### src/rtl/isa_pkg.sv
// Shared ISA definitions: request kinds, opcode/funct fields, ALU control codes
// and the single-word encode function used by the instruction encoder.
package isa_pkg;

  localparam int unsigned WORD_W = 32;

  typedef enum logic [2:0] {
    K_RTYPE = 3'd0,
    K_LW    = 3'd1,
    K_SW    = 3'd2,
    K_BEQ   = 3'd3,
    K_ADDI  = 3'd4,
    K_J     = 3'd5
  } kind_e;

  localparam logic [5:0] OP_RTYPE = 6'b000000;
  localparam logic [5:0] OP_LW    = 6'b100011;
  localparam logic [5:0] OP_SW    = 6'b101011;
  localparam logic [5:0] OP_BEQ   = 6'b000100;
  localparam logic [5:0] OP_ADDI  = 6'b001000;
  localparam logic [5:0] OP_J     = 6'b000010;

  localparam logic [5:0] FN_ADD = 6'b100000;
  localparam logic [5:0] FN_SUB = 6'b100010;
  localparam logic [5:0] FN_AND = 6'b100100;
  localparam logic [5:0] FN_OR  = 6'b100101;
  localparam logic [5:0] FN_SLT = 6'b101010;

  localparam logic [3:0] ALU_ADD = 4'b0010;
  localparam logic [3:0] ALU_SUB = 4'b0110;
  localparam logic [3:0] ALU_AND = 4'b0000;
  localparam logic [3:0] ALU_OR  = 4'b0001;
  localparam logic [3:0] ALU_SLT = 4'b0111;

  typedef struct packed {
    logic              legal;
    logic [WORD_W-1:0] word;
  } enc_t;

  // Builds the machine word; reserved kinds and unmapped ALU codes come back illegal.
  function automatic enc_t encode(input logic [2:0]  kind,
                                  input logic [4:0]  rs,
                                  input logic [4:0]  rt,
                                  input logic [4:0]  rd,
                                  input logic [4:0]  shamt,
                                  input logic [3:0]  alucontrol,
                                  input logic [15:0] imm,
                                  input logic [25:0] target);
    enc_t       res;
    logic [5:0] funct;
    logic       fn_ok;
    res   = '0;
    funct = '0;
    fn_ok = 1'b1;
    case (alucontrol)
      ALU_ADD: funct = FN_ADD;
      ALU_SUB: funct = FN_SUB;
      ALU_AND: funct = FN_AND;
      ALU_OR:  funct = FN_OR;
      ALU_SLT: funct = FN_SLT;
      default: fn_ok = 1'b0;
    endcase
    case (kind)
      K_RTYPE: begin
        res.legal = fn_ok;
        res.word  = {OP_RTYPE, rs, rt, rd, shamt, funct};
      end
      K_LW: begin
        res.legal = 1'b1;
        res.word  = {OP_LW, rs, rt, imm};
      end
      K_SW: begin
        res.legal = 1'b1;
        res.word  = {OP_SW, rs, rt, imm};
      end
      K_BEQ: begin
        res.legal = 1'b1;
        res.word  = {OP_BEQ, rs, rt, imm};
      end
      K_ADDI: begin
        res.legal = 1'b1;
        res.word  = {OP_ADDI, rs, rt, imm};
      end
      K_J: begin
        res.legal = 1'b1;
        res.word  = {OP_J, target};
      end
      default: res = '0;
    endcase
    return res;
  endfunction

endpackage

### src/rtl/enc_fifo.sv
// Synchronous FIFO holding encoded words; pointers wrap naturally at DEPTH (power of 2).
module enc_fifo #(
  parameter int unsigned DEPTH = 4,
  parameter int unsigned WIDTH = 32,
  localparam int unsigned AW = $clog2(DEPTH),
  localparam int unsigned CW = AW + 1
) (
  input  logic             clk,
  input  logic             reset_n,
  input  logic             push,
  input  logic [WIDTH-1:0] din,
  input  logic             pop,
  output logic [WIDTH-1:0] dout,
  output logic [CW-1:0]    count
);

  logic [WIDTH-1:0] mem [DEPTH];
  logic [AW-1:0]    wr_ptr;
  logic [AW-1:0]    rd_ptr;

  always_ff @(posedge clk or negedge reset_n) begin
    if (!reset_n) begin
      wr_ptr <= '0;
      rd_ptr <= '0;
      count  <= '0;
    end else begin
      if (push) wr_ptr <= wr_ptr + AW'(1);
      if (pop)  rd_ptr <= rd_ptr + AW'(1);
      case ({push, pop})
        2'b10:   count <= count + CW'(1);
        2'b01:   count <= count - CW'(1);
        default: count <= count;
      endcase
    end
  end

  // Storage is deliberately left unreset; count gates its visibility.
  always_ff @(posedge clk) begin
    if (push) mem[wr_ptr] <= din;
  end

  assign dout = mem[rd_ptr];

endmodule

### src/rtl/instr_encoder.sv
// Encodes instruction requests into 32-bit words and queues them in an output FIFO,
// flagging illegal requests on a sticky error bit.
module instr_encoder
  import isa_pkg::*;
#(
  parameter int unsigned DEPTH = 4
) (
  input  logic        clk,
  input  logic        reset_n,
  input  logic        in_valid,
  output logic        in_ready,
  input  logic [2:0]  kind,
  input  logic [4:0]  rs,
  input  logic [4:0]  rt,
  input  logic [4:0]  rd,
  input  logic [4:0]  shamt,
  input  logic [3:0]  alucontrol,
  input  logic [15:0] imm,
  input  logic [25:0] target,
  output logic [31:0] out_word,
  output logic        out_valid,
  input  logic        out_ready,
  output logic        err,
  input  logic        clr_err,
  output logic [15:0] enc_count
);

  localparam int unsigned CW = $clog2(DEPTH) + 1;

  enc_t          enc_c;
  logic [CW-1:0] count;
  logic          accept;
  logic          push;
  logic          pop;

  assign enc_c  = encode(kind, rs, rt, rd, shamt, alucontrol, imm, target);

  // Handshake decodes only registered occupancy, never out_ready.
  assign in_ready  = (count != CW'(DEPTH));
  assign out_valid = (count != CW'(0));
  assign accept    = in_valid & in_ready;
  assign push      = accept & enc_c.legal;
  assign pop       = out_valid & out_ready;

  enc_fifo #(
    .DEPTH (DEPTH),
    .WIDTH (WORD_W)
  ) u_fifo (
    .clk     (clk),
    .reset_n (reset_n),
    .push    (push),
    .din     (enc_c.word),
    .pop     (pop),
    .dout    (out_word),
    .count   (count)
  );

  // Setting on an illegal accept wins over a same-cycle clear.
  always_ff @(posedge clk or negedge reset_n) begin
    if (!reset_n) begin
      err <= 1'b0;
    end else if (accept && !enc_c.legal) begin
      err <= 1'b1;
    end else if (clr_err) begin
      err <= 1'b0;
    end
  end

  always_ff @(posedge clk or negedge reset_n) begin
    if (!reset_n) begin
      enc_count <= '0;
    end else if (push) begin
      enc_count <= enc_count + 16'(1);
    end
  end

endmodule

### config.mk
export PLATFORM = sky130hd
export DESIGN_NAME = instr_encoder
export DESIGN_NICKNAME = d
export VERILOG_FILES = /design/src/rtl/isa_pkg.sv /design/src/rtl/enc_fifo.sv /design/src/rtl/instr_encoder.sv
export SDC_FILE = /design/constraint.sdc
export NUM_CORES = 1
export LEC_CHECK = 0
export BUFFER_PORTS_ARGS = -buffer_cell sky130_fd_sc_hd__buf_2
export CORE_MARGIN = 1
export CORE_UTILIZATION = 24
export CTS_CLUSTER_SIZE = 28
export DETAILED_ROUTE_END_ITERATION = 8
export SYNTH_ARGS = -nofsm -noshare
export SYNTH_HDL_FRONTEND = slang
export SYNTH_SLANG_ARGS = --single-unit
### constraint.sdc
create_clock -name clk -period 2.3 [get_ports clk]
set_input_delay 0.115 -clock clk [delete_from_list [all_inputs] [get_ports clk]]
set_output_delay 0.115 -clock clk [all_outputs]
set_load 0.1 [all_outputs]
* Word-level counts from Yosys, hierarchy flattened
Memory sizes are Yosys's and may differ from the RTL's.
Index checks and enable logic that the tools add are counted.
** Storage, ports and cells
- Register bits :: 24
- Output and inout bits :: 51
- Bits in writable memories :: 128
- Memories :: 1
- Logic and storage cells :: 42
** Operators by class
- Multiplexer cells :: 8
- Reductions and logical operators :: 8
- Equality and inequality tests :: 12
- Bitwise operators :: 3
- $add $sub $neg :: 5
** Memory list
- u_fifo.mem :: depth 4, bits a word 32, rd ports 1, clocked after Yosys merged registers in 0, write ports 1, RTL line enc_fifo.sv:17 : logic [WIDTH-1:0] mem [DEPTH];
** Operators by type and width (number)
- one-hot mux 33 bit (6 select lines) :: 1
- one-hot mux 6 bit (5 select lines) :: 1
- adder 16 x 1 -> 16 bit, second input constant :: 1
- == test 4 x 3 -> 1 bit, second input constant :: 2
- == test 3 x 2 -> 1 bit, second input constant :: 2
- == test 3 bit, second input constant :: 2
- one-hot mux 3 bit (2 select lines) :: 1
- 2-to-1 mux 1 bit :: 5
- OR reduction 5 bit :: 1
- adder 2 x 1 -> 2 bit, second input constant :: 2
- == test 4 x 1 -> 1 bit, second input constant :: 1
- == test 4 x 2 -> 1 bit, second input constant :: 1
- logical NOT 4 bit :: 1
- nonzero test 2 bit :: 2
- adder 3 x 1 -> 3 bit, second input constant :: 1
- AND 1 bit :: 3
- == test 3 x 1 -> 1 bit, second input constant :: 1
- logical NOT 3 bit :: 1
- inequality test 3 bit, second input constant :: 1
- nonzero test 3 bit :: 1
- subtractor 3 x 1 -> 3 bit, second input constant :: 1
- == test 2 x 1 -> 1 bit, second input constant :: 1
- == test 2 bit, second input constant :: 1
- logical AND 1 bit :: 1
- logical NOT 1 bit :: 1

* Depth between registers and ports, before layout
- Word-level depth :: 7
- Gate-level depth with buffers :: 11
- Mapped depth without buffers :: 10

* Hierarchy
A second synthesis with hierarchy kept.
** Unflattened totals
- Cells, all modules :: 410
- Area, all modules :: 6736.5 sq um
** By module, submodules not included
- enc_fifo :: area each 5043.6 sq um, seq. area each 4018.9 sq um, instances 1, cells each 199
- instr_encoder :: area each 1692.9 sq um, seq. area each 425.4 sq um, instances 1, cells each 211

* Least setup slack after synthesis
No wires, ideal clock.
- Path kind :: register -> register
- Start :: register u_fifo.count[0]
- End :: register u_fifo.count[2]
- Clock period less this slack :: 2422 ps
- Required time :: 2221 ps
- Arrival time :: 2343 ps
- Path slack :: -122 ps
- Cell stages (with the launch flop) :: 9
- Setup time :: 79 ps
- Cell sequence :: dfrtp_1 > or3_1 > and2_1 > ha_1 > inv_1 > fa_1 > xor2_1 > nor2_1 > xor2_1
** RTL lines
- start: declaration :: RTL line enc_fifo.sv:14 : output logic [CW-1:0] count
- start signal: assignment :: RTL line enc_fifo.sv:30 : 2'b10: count <= count + CW'(1);
- start signal: assignment :: RTL line enc_fifo.sv:31 : 2'b01: count <= count - CW'(1);
- start signal: assignment :: RTL line enc_fifo.sv:32 : default: count <= count;
- nonzero test 3 bit (*) :: RTL line instr_encoder.sv:40 : assign out_valid = (count != CW'(0));
- via out_valid :: RTL line instr_encoder.sv:21 : output logic out_valid,
- AND 1 bit (*) :: RTL line instr_encoder.sv:43 : assign pop = out_valid & out_ready;
- via pop :: RTL line instr_encoder.sv:34 : logic pop;
- == test 2 x 1 -> 1 bit / == test 2 bit (equally long branches) :: RTL line enc_fifo.sv:29 : case ({push, pop})
- one-hot mux 3 bit (2 select lines) / nonzero test 2 bit (equally long branches)
Mark *: on every way through the listed nets, which the timed path passes. The rest lies on a longest branch.
A chain may end at the register's enable or synchronous reset.

* Worst setup path in the final report
- Start :: register u_fifo.count[1]
- End :: register u_fifo.count[2]
** Between the ends
- Word-level cells in the longest chain between the ends :: 5
** Ends and longest elaborated chain
- inequality test 3 bit :: RTL line instr_encoder.sv:39 : assign in_ready = (count != CW'(DEPTH));
- AND 1 bit :: RTL line instr_encoder.sv:41 : assign accept = in_valid & in_ready;
- AND 1 bit :: RTL line instr_encoder.sv:42 : assign push = accept & enc_c.legal;
- == test 2 x 1 -> 1 bit / == test 2 bit (equally long branches) :: RTL line enc_fifo.sv:29
- one-hot mux 3 bit (2 select lines) / nonzero test 2 bit (equally long branches)
Several ways; a longest one is shown, not always the timed one.

==> impl_metrics.env <==
export IMPL_dieArea_sq_mm=0.0273
export IMPL_grtUsageMet3_pct=3.12
export IMPL_via_count=3836
export IMPL_clk_pin_slew_ns=0.06
export IMPL_htreeDepth=4
export IMPL_reg2reg_slack_ns=0.17
export IMPL_totalWireLength_um=14300
export IMPL_die_w_um=165
export IMPL_peakVddDrop_uv=1210
export IMPL_root_buffer="clkbuf_16"
export IMPL_crit_arrival_ns=2.46
export IMPL_viasPerCell=4.35
export IMPL_leakagePower_nw=3.30
export IMPL_finalHoldViolCount=0
export IMPL_status="finished, final reports clean"
export IMPL_skew_ns=0.0125
export IMPL_period_needed_ns=2.13
export IMPL_worstReg2RegStart="u_fifo.count[1]"
export IMPL_cp_max_fo=3
export IMPL_met1_usage_pct=13.6
export IMPL_worst_hold_path_endpoint="u_fifo.rd_ptr[0]"
export IMPL_dp_cells=846
export IMPL_rsz0062_at_grt="no"
export IMPL_first_iter_violations=95
export IMPL_cap_viol_max_count=0
export IMPL_initial_core_util_pct=24.5
export IMPL_cts_tree="yes"
export IMPL_slew_headroom_pct=61.6
export IMPL_route_detailed_drc=0
export IMPL_first_global_vias=3868
export IMPL_fin_cells=881
export IMPL_rows=59
export IMPL_place_hpwl_um=9990
export IMPL_first_pass_iters=4
export IMPL_synth_edf_count=120
export IMPL_critPathCaptureType="flop"
export IMPL_post_drt_wl_per_cell_um=16.3
export IMPL_holdWs_ns=0.0961
export IMPL_muxShareOfSynthArea_pct=13.9
export IMPL_grt_start_max_net_pins=31
export IMPL_synth_simple_area_share_pct=6.64
export IMPL_final_cell_mix="120 x edfxtp_1, 92 x buf_2, 37 x buf_12"
export IMPL_async_flop_share_pct=16.7
export IMPL_grt_pass1_wl_um=21800
export IMPL_cts_buffer_depth=2
export IMPL_ys_seq_elements=144
export IMPL_final_common_cell="edfxtp_1"
export IMPL_startpoint_type="flop"
export IMPL_drv_slew=0
export IMPL_globalplace_congestion=0.712
export IMPL_synth_flop_cell="edfxtp_1"
export IMPL_min_path_type="primary input to flop"
export IMPL_core_sq_mm=0.0261
export IMPL_reg2regPathDepth=10
export IMPL_synth_compound_gate_area_share_pct=5.97
export IMPL_setup_viol=0
export IMPL_ys_warnings_count=0
export IMPL_avgSynthCellArea_sq_um=16.2
export IMPL_diodes=0
export IMPL_fp_dieH_um=165
export IMPL_worstSetupPathType="flop to flop"
export IMPL_synth_top_family_by_area="multiplexers"
export IMPL_worstSkewPairLatency_ns=0.42
export IMPL_syn_nets=475
export IMPL_port_buffers=123
export IMPL_synthCells=394
export IMPL_synthXorXnorAreaFrac_pct=3.02
export IMPL_rr_endpoint="u_fifo.count[2]"
export IMPL_holdPathStages=3
export IMPL_gr_usage_met2_pct=18.0
export IMPL_top_usage_layer="met2"
export IMPL_io_pins=125
export IMPL_gr_usage_all_layers_pct=10.8
export IMPL_grt_antenna_before_repair=0
export IMPL_worstMarginPinSlew_ns=0.571
export IMPL_fmax_mhz=470
export IMPL_syn_to_final_growth_pct=34.3
export IMPL_cts_sinks=144
export IMPL_cp_required_ns=2.63
export IMPL_ys_types=45
export IMPL_fillers=2532
export IMPL_synthAdderAreaFrac_pct=1.49
export IMPL_final_net_count=614
export IMPL_cts_buffers=17
export IMPL_fin_crit_sh_pct=92.6
export IMPL_grt_ovfl_total=0
export IMPL_layout_drive_gt1_share_pct=41.9
export IMPL_powerDensity_mw_per_mm2=1490
export IMPL_ant_nets=0
export IMPL_postCtsSetupBuffers=0
export IMPL_synth_seq_area_share_pct=65.8
export IMPL_netlist_area_sq_mm=0.00639
export IMPL_holdCritStartpoint="out_ready"
-- worst max-delay path by stage --
stage / from / end / slack [ns]
detailed placement: alucontrol[2] / u_fifo.count[2] / 0.18
global placement: alucontrol[2] / u_fifo.count[2] / 0.18
CTS: u_fifo.rd_ptr[0] / out_word[29] / 0.04
global route: u_fifo.count[1] / u_fifo.count[2] / 0.05
floorplan: u_fifo.count[0] / u_fifo.count[2] / -0.04
finish: u_fifo.count[1] / u_fifo.count[2] / 0.17
-- where the power goes --
part / switching (mW) / internal, mW
Combinational: 4.34 / 2.32
Sequential: 0.223 / 3.29
Clock: 1.09 / 1.50
-- cell families after synthesis --
kind of cell / after synthesis
flip-flops: 144
AND/OR/NAND/NOR: 74
AO/OA/AOI/OAI: 54
multiplexers: 49
buffers and inverters: 43
XOR/XNOR: 22
adder cells (fa/ha/maj): 7
other: 1
-- timing repair --
action | 4_1_cts | 5_1_grt
gates resized for setup | 0 | 1
endpoints found under the hold margin | 25 | 0
endpoints found under the setup margin | 0 | 1
hold buffers | 3 | 0
-- flip-flops by register name, summed over array words and instances, names as in the netlist --
signal / cells
u_fifo.count: 3
u_fifo.wr_ptr: 2
enc_count: 16
err: 1
u_fifo.rd_ptr: 2
u_fifo.mem: 120
-- stage by stage --
| stage | area [sq um] | utilization (%) | setup WS (ns) | power (mW) | setup TNS (ns) |
|---|---|---|---|---|---|
| floorplan | 6390 | - | -0.0426 | 7.96 | -0.0426 |
| global placement | 7990 | 30.6 | 0.178 | 10.3 | 0 |
| detailed placement | 7990 | 30.6 | 0.180 | 10.3 | 0 |
| CTS | 8580 | 32.9 | 0.0381 | 12.9 | 0 |
| global route | 8580 | 32.9 | 0.0451 | 13.3 | 0 |
| finish | 8580 | 32.9 | 0.171 | 12.8 | 0 |
-- layout make-up --
| cell class | count | area (sq um) | share of cell area [%] |
|---|---|---|---|
| Tap cell | 335 | 419 | 4.89 |
| Clock buffer | 18 | 429 | 5.00 |
| Clock inverter | 14 | 133 | 1.55 |
| Sequential cell | 144 | 4210 | 49.0 |
| Inverter | 18 | 67.6 | 0.788 |
| Timing Repair Buffer | 145 | 1330 | 15.5 |
| Multi-Input combinational cell | 207 | 1990 | 23.2 |
-- layer usage --
layer | vias to the layer above | share of wire (%)
met4 | 0 | 0.68
li1 | 1812 | -
met3 | 10 | 5.5
met1 | 1911 | 45
met5 | - | 0
met2 | 103 | 49
-- cells in the mapped netlist (4+ instances only) --
library cell	count	area, sq um
buf_2	6	30.0
mux4_2	30	676
edfxtp_1	120	3600
nor2_1	8	30.0
o21ai_0	15	75.1
xnor2_1	4	35.0
a22oi_1	20	150
mux2_2	12	135
o22ai_1	11	68.8
dfrtp_1	24	601
and2_1	6	37.5
nor3_1	5	25.0
ha_1	6	75.1
clkbuf_1	12	45.0
nand2_1	24	90.1
xor2_1	18	158
and3_1	4	25.0
inv_1	18	67.6
mux2i_1	5	50.1
-- worst max-delay path: stages, from the launching register on --
cell and delay [ns]:
dfrtp_1 0.39, or3b_1 0.40, nand2_1 0.16, nor2_4 0.05, inv_1 0.06, ha_1 0.15, inv_1 0.05, fa_1 0.36
xor2_1 0.15, nor2_1 0.11, xor2_1 0.16
Note: power is estimated with default switching activity, not from simulation.
